--- src/rtl/lab3_mem_refill_arbiter_pkg.sv ---
// Shared memory message types for the 16B refill path, plus a tiny
// line-trace helper encoding FSM state and granted requester as two ASCII chars.
package lab3_mem_refill_arbiter_pkg;

   typedef struct packed {
      logic [2:0]   mtype;
      logic [7:0]   opaque;
      logic [31:0]  addr;
      logic [3:0]   len;
      logic [127:0] data;
   } mem_req_16B_t;

   typedef struct packed {
      logic [2:0]   mtype;
      logic [7:0]   opaque;
      logic [1:0]   test;
      logic [3:0]   len;
      logic [127:0] data;
   } mem_resp_16B_t;

   // "I0", "S1", "W0" ... for waveform/trace viewers
   function automatic logic [15:0] line_trace(input logic [1:0] st, input logic grant);
      logic [15:0] t;
      t[15:8] = (st == 2'd0) ? 8'h49 : (st == 2'd1) ? 8'h53 : 8'h57;
      t[7:0]  = grant ? 8'h31 : 8'h30;
      return t;
   endfunction

endpackage

--- src/rtl/lab3_mem_rr_arb2.sv ---
// Two-way arbiter: combinational winner select with a priority pointer register
// that the owner advances when a transaction completes.
module lab3_mem_rr_arb2 #(
   parameter bit p_rr = 1'b1
) (
   input  logic clk,
   input  logic reset,
   input  logic req0_val,
   input  logic req1_val,
   input  logic ptr_upd,
   input  logic last_grant,
   output logic winner
);

   logic ptr;

   // Pointer moves to the requester that was not just served.
   always_ff @(posedge clk or negedge reset) begin
      if (!reset)       ptr <= 1'b0;
      else if (ptr_upd) ptr <= ~last_grant;
   end

   always_comb begin
      winner = 1'b0;
      if (req0_val && req1_val) winner = p_rr ? ptr : 1'b0;
      else if (req1_val)        winner = 1'b1;
   end

endmodule

--- src/rtl/lab3_mem_refill_arbiter.sv ---
// Shares one 16B memory port between two blocking caches with a single
// outstanding transaction; request and response paths add no latency.
module lab3_mem_refill_arbiter
   import lab3_mem_refill_arbiter_pkg::*;
#(
   parameter bit p_rr = 1'b1
) (
   input  logic          clk,
   input  logic          reset,
   input  mem_req_16B_t  req0_msg,
   input  logic          req0_val,
   output logic          req0_rdy,
   input  mem_req_16B_t  req1_msg,
   input  logic          req1_val,
   output logic          req1_rdy,
   output mem_resp_16B_t resp0_msg,
   output logic          resp0_val,
   input  logic          resp0_rdy,
   output mem_resp_16B_t resp1_msg,
   output logic          resp1_val,
   input  logic          resp1_rdy,
   output mem_req_16B_t  memreq_msg,
   output logic          memreq_val,
   input  logic          memreq_rdy,
   input  mem_resp_16B_t memresp_msg,
   input  logic          memresp_val,
   output logic          memresp_rdy,
   output logic [15:0]   grant_cnt0,
   output logic [15:0]   grant_cnt1
);

   typedef enum logic [1:0] {IDLE = 2'd0, SEND = 2'd1, WAIT = 2'd2} state_t;

   state_t state, state_nxt;
   logic   grant_reg, grant_nxt;
   logic   winner, sel, active;
   logic   memreq_fire, memresp_fire;

   function automatic logic [15:0] sat_inc(input logic [15:0] v);
      return (v == 16'hFFFF) ? v : v + 16'd1;
   endfunction

   lab3_mem_rr_arb2 #(.p_rr(p_rr)) u_arb (
      .clk        (clk),
      .reset      (reset),
      .req0_val   (req0_val),
      .req1_val   (req1_val),
      .ptr_upd    (memresp_fire),
      .last_grant (grant_reg),
      .winner     (winner)
   );

   // Handshake outputs stay quiet until the first edge after reset release.
   always_ff @(posedge clk or negedge reset) begin
      if (!reset) begin
         state      <= IDLE;
         grant_reg  <= 1'b0;
         active     <= 1'b0;
         grant_cnt0 <= 16'd0;
         grant_cnt1 <= 16'd0;
      end else begin
         state     <= state_nxt;
         grant_reg <= grant_nxt;
         active    <= 1'b1;
         if (memreq_fire && !sel) grant_cnt0 <= sat_inc(grant_cnt0);
         if (memreq_fire &&  sel) grant_cnt1 <= sat_inc(grant_cnt1);
      end
   end

   always_comb begin
      state_nxt   = state;
      grant_nxt   = grant_reg;
      sel         = grant_reg;
      memreq_val  = 1'b0;
      req0_rdy    = 1'b0;
      req1_rdy    = 1'b0;
      resp0_val   = 1'b0;
      resp1_val   = 1'b0;
      memresp_rdy = 1'b0;
      unique case (state)
         IDLE: begin
            sel        = winner;
            memreq_val = req0_val | req1_val;
            if (memreq_val) begin
               grant_nxt = winner;
               state_nxt = memreq_rdy ? WAIT : SEND;
            end
         end
         SEND: begin
            memreq_val = grant_reg ? req1_val : req0_val;
            if (memreq_val && memreq_rdy) state_nxt = WAIT;
         end
         WAIT: begin
            resp0_val   = memresp_val & ~grant_reg;
            resp1_val   = memresp_val &  grant_reg;
            memresp_rdy = grant_reg ? resp1_rdy : resp0_rdy;
            if (memresp_val && memresp_rdy) state_nxt = IDLE;
         end
         default: state_nxt = IDLE;
      endcase
      if (state != WAIT) begin
         req0_rdy = ~sel & memreq_rdy;
         req1_rdy =  sel & memreq_rdy;
      end
      if (!active) begin
         memreq_val  = 1'b0;
         req0_rdy    = 1'b0;
         req1_rdy    = 1'b0;
         resp0_val   = 1'b0;
         resp1_val   = 1'b0;
         memresp_rdy = 1'b0;
      end
   end

   assign memreq_msg   = sel ? req1_msg : req0_msg;
   assign resp0_msg    = memresp_msg;
   assign resp1_msg    = memresp_msg;
   assign memreq_fire  = memreq_val & memreq_rdy;
   assign memresp_fire = memresp_val & memresp_rdy;

endmodule

--- config.mk ---
export PLATFORM = sky130hd
export DESIGN_NAME = lab3_mem_refill_arbiter
export DESIGN_NICKNAME = d
export VERILOG_FILES = /design/src/rtl/lab3_mem_refill_arbiter_pkg.sv /design/src/rtl/lab3_mem_rr_arb2.sv /design/src/rtl/lab3_mem_refill_arbiter.sv
export SDC_FILE = /design/constraint.sdc
export NUM_CORES = 1
export LEC_CHECK = 0
export BUFFER_PORTS_ARGS = -buffer_cell sky130_fd_sc_hd__buf_4
export CAP_MARGIN = 10
export CORE_AREA = 2 2 389 391
export CTS_BUF_LIST = sky130_fd_sc_hd__clkbuf_4
export CTS_CLUSTER_DIAMETER = 40
export DETAILED_ROUTE_END_ITERATION = 16
export DIE_AREA = 0 0 391 393
export HOLD_SLACK_MARGIN = 0.12
export PLACE_DENSITY = 0.3
export REMOVE_ABC_BUFFERS = 1
export SLEW_MARGIN = 20
export SYNTH_ARGS = -nofsm -noshare
export SYNTH_HDL_FRONTEND = slang
export SYNTH_SLANG_ARGS = --single-unit
--- constraint.sdc ---
create_clock -name clk -period 2.7 [get_ports clk]
set_clock_uncertainty 0.15 [all_clocks]
set_input_delay 0 -clock clk [delete_from_list [all_inputs] [get_ports clk]]
set_output_delay 0 -clock clk [all_outputs]
set_load 0.05 [all_outputs]
* Word-level counts from Yosys, hierarchy flattened
Index checks and enable logic that the tools add are counted.
** Operators by class
- $add $sub $neg :: 2
- Equality and inequality tests :: 8
- Muxes and demuxes :: 23
- Bitwise logic cells :: 11
- Reductions and logical operators :: 11
** Operators by type and width (number)
- $mux W175 :: 1
- $add A16 B1 Y16 const B :: 2
- $eq A16 B16 Y1 const B :: 2
- $mux W1 :: 16
- $mux W2 :: 4
- $ne A2 B2 Y1 const B :: 4
- $and A1 B1 Y1 :: 6
- $pmux W2 S3 :: 1
- $reduce_and A2 Y1 :: 3
- $logic_and A1 B1 Y1 :: 5
- $not A1 Y1 :: 4
- $reduce_and A3 Y1 :: 1
- $eq A2 B1 Y1 const B :: 1
- $eq A2 B2 Y1 const B :: 1
- $logic_not A2 Y1 :: 1
- $pmux W1 S2 :: 1
- $logic_not A1 Y1 :: 1
- $or A1 B1 Y1 :: 1
** Storage, ports and cells
- Bits in registers :: 37
- Input port bits :: 503
- Output and inout bits :: 503

* Longest topological paths before layout
- Depth in word-level cells :: 7
- Mapped depth :: 8
- Mapped depth without buffers :: 6

* By module
From an unflattened synthesis, not the netlist that was laid out.
** Second synthesis, totals
- Cells, all modules :: 1034
- Area, all modules :: 6160.9 µm²
** By module, submodules not included
- lab3_mem_refill_arbiter :: times used 1, cells an instance 1030, area each 6114.6 µm²
- lab3_mem_rr_arb2 :: times used 1, cells an instance 4, area each 46.3 µm²

* Worst setup path after synthesis
No wires, ideal clock.
- Path kind :: register -> register
- Start point :: register grant_cnt0[0]
- End point :: register grant_cnt0[1]
- Arrival time :: 1.924 ns
- Slack :: 0.501 ns
- Stages on the path, launching flop included :: 7
- Path buffers :: 1
- Clock period less this slack :: 2.199 ns
- Path through :: dfrtp_1 -> ha_1 -> and4_1 -> nand2_1 -> o211ai_2 -> buf_6 -> mux2_2
** Between the ends
- Word-level cells in the longest chain between the ends :: 3
- Elaborated cells on any way between the ends :: 4
** Ends and longest elaborated chain
- start, declared :: RTL line lab3_mem_refill_arbiter.sv:28 : output logic [15:0] grant_cnt0,
- start signal, assigned :: RTL line lab3_mem_refill_arbiter.sv:65 : if (memreq_fire && !sel) grant_cnt0 <= sat_inc(grant_cnt0);
- parallel branches: the longest is 3 deep, another holds $add A16 B1 Y16
Several ways; the timed one is not identified.
A chain may end at the register's enable or synchronous reset.

==> summary.txt <==
Status
  • Outcome: completed

Floorplanning
  • Core area: ~150000 um2
  • # rows: 142
  • Die area: 154000 um2
  • Starting Density: 4.11%
  • # IOs: 1006
  • Die H: a little under 400 um
  • Die width: a little under 400 um

Synthesis
  • Mapped Avg Cell Area: about 9.2 um2
  • Simple-gate area share of the yosys netlist: 7.32%
  • Synth Area in Compound Gates: 1.81%
  • Largest family of logic cells by synthesized area: buffers and inverters
  • Ys Warns: 0
  • Adder-Cell Fraction of Synth Area: 0.408%
  • #FFs+latches synth: 37
  • Xor and xnor area share after synthesis: between 4 and 5%
  • Cells after synthesis: between 600 and 700
  • Post-Syn Area: 6140 um2
  • Synth unique cells: 34
  • Seq/Total Area, Yosys: between 10% and 20%
  • Portion of netlist area occupied by mux cells: 33.0%

Final layout
  • Fraction of layout cells with a size suffix above 1: 74.9%
  • Most common cell after layout, fill and taps aside: buf_4
  • Top flop regs: grant_cnt0 (16), grant_cnt1 (16), state (2)
  • Synthesis-to-finish area growth: 154%
  • Commonest non-fill, non-tap cells in the layout: buf_4, mux2_2, dlygate4sd3_1, buf_12, dfrtp_1
  • Post-Route Utilization: 10.5%
  • Nets@finish: 1762
  • Non-Filler Instances: 3233

Worst hold path
  • Hold crit path type: input port to output port

Timing
  • Slew @ Worst Pin: around 0.53 ns
  • Final setup TNS: 0 ns
  • Hold Slack: 0.235 ns
  • Maximum clock rate: 0.381 GHz
  • Pins Over Slew Limit: 0
  • PnR worst setup slack: 0.0758 ns
  • RSZ-0062 raised after global routing: yes
  • Setup violations, final: 0
  • Final period util: a little over nine tenths
  • Relative slew slack: 64.7%
  • Hold Vio Cnt, Final: 0
  • Final period demand of the worst path: ~2.6 ns

Clock network
  • Root buffer cell: clkbuf_4
  • Clock Sinks: 37
  • CTS tree: done
  • Clock buffer depth: 2
  • CTS Buf Count: 5
  • Clk_lat worst skew: around 0.36 ns
  • CTS H-tree depth: 2

Drt
  • Avg WL per Cell: roughly 37 um
  • Drc violations: 0
  • Via count: 8553
  • Antenna Nets Post-Route: 0
  • WL final: approximately 120000 um
  • Drt pass-1 iters: 5
  • DR iter-0 viols: 755
  • Vias per inst: approximately 2.6

GRT
  • Initial antenna violation count: 65
  • GRT Util Overall: 14.5%
  • Vias in the first global route: 7979
  • GRT Residual Overflow: 0
  • Largest net degree at the start of global routing: 38
  • First-pass GRT wire length: 136000 um

Placement
  • Port Buf Inserts: 570
  • Final Wtd Congestion: 0.856
  • DP Worst Slack: 0.278 ns
  • Placed instance count: 2883
  • Post-detail-place hpwl: 102000 um

Setup path
  • CP Class: input port to output port
  • Required @ worst endpoint: 2.55 ns
  • Crit path max fanout: 11
  • Startpoint types: input port
  • CP endpoint kind: output port
  • Crit path arrival time: 2.47 ns

Run
  • Max_cap viols: 0

Pwr
  • Max VDD drop: 0.555 mV
  • Power Density: a little over 900 nW/um2
  • Leakage power: 6.63 nW
[cells in the mapped netlist]
cell       count  area, um2
nand4_1        7       43.8
a211oi_1       1       7.51
a2111oi_4      1       27.5
ha_1           2       25.0
nor3_4         1       16.3
conb_1         1       3.75
buf_2         19       95.1
mux2i_1        1       10.0
dfrtp_1       37        926
and2_1         3       18.8
nor3_1         4       20.0
and3_1         4       25.0
buf_6          3       33.8
nand2_1       23       86.3
or2_2          1       6.26
o211a_1        1       10.0
nor3_2         3       30.0
nand3_1       10       50.1
xnor2_1       13        114
a21oi_1        2       10.0
inv_1          7       26.3
mux2_2       178       2000
nor4_1         1       6.26
and4_1         8       70.1
o2111ai_1      1       8.76
o41a_1         1       11.3
o211ai_2       1       12.5
mux2i_2        1       13.8
o41ai_1        1       8.76
nor2_1        17       63.8
o21ai_0        3       15.0
buf_4        291       2180
xor2_1        16        140
nor2b_1        2       12.5
[area by class of cell]
cell class / instances / area [um2]
timing repair buffer: 898 / 9150
clock inverter: 2 / 33.8
multi-input combinational: 308 / 2900
tap: 1944 / 2430
fill: 17200 / 134000
clock buffer: 6 / 45.0
inverter: 7 / 26.3
antenna: 31 / 77.6
sequential: 37 / 928
[final timing paths]
kind                           startpoint              end  slack [ns]  cells after the start
max                              req0_val   memreq_msg[18]        0.08                      8
min                         req1_msg[165]  memreq_msg[165]        0.24                      3
max reg2reg                      state[0]        u_arb.ptr        0.15                      8
min reg2reg                grant_cnt1[15]   grant_cnt1[15]        0.37                      1
max in group asynchronous           reset         state[1]        1.67                      4
min in group asynchronous           reset    grant_cnt0[3]        0.51                      4
[metrics by stage]
| stage | instance area, um2 | total power, W |
|---|---|---|
| 2_1_floorplan | 3820 | 0.00441 |
| 3_3_place_gp | 10700 | 0.0116 |
| 3_5_place_dp | 10700 | 0.0116 |
| 4_1_cts | 15500 | 0.0145 |
| 5_1_grt | 15500 | 0.0150 |
| 6_report | 15600 | 0.0145 |
[cell families (layout without fill, tap and decap cells)]
family          Yosys count  count (layout)
flops                    37              37
buf+inv                 320             913
other cells               1              32
mux                     180             180
simple gates             84              84
xor+xnor                 29              29
fa+ha+maj                 2               2
compound gates           12              12
[where the power goes]
part	total, W	switching [W]	internal, W
Sequential	0.000766	0.000137	0.000630
Clock	0.000402	0.000199	0.000203
Combinational	0.0133	0.00891	0.00444
[critical path: stages]
cell	delay, ns
dlygate4sd3_1	0.54
buf_4	0.15
nor2b_2	0.17
o41a_4	0.56
bufbuf_16	0.33
buf_4	0.17
mux2_2	0.31
buf_4	0.21
[timing repair]
action,4_1_cts,5_1_grt
endpoints found under the setup margin,110,101
pin swaps,1,1
gates resized for setup,9,5
setup buffers,3,2
hold buffers,302,0
gates cloned,4,0
endpoints found under the hold margin,331,0
[routing by layer]
metal | global-route usage (%) | share of wire (%) | vias up
met3 | 13.4 | 20 | 129
met4 | 1.02 | 1.0 | 33
met5 | 3.44 | 0.71 | -
met1 | 18.2 | 42 | 4122
met2 | 18.1 | 36 | 1090
li1 | - | - | 3179
(Power assumes the default switching activity.)
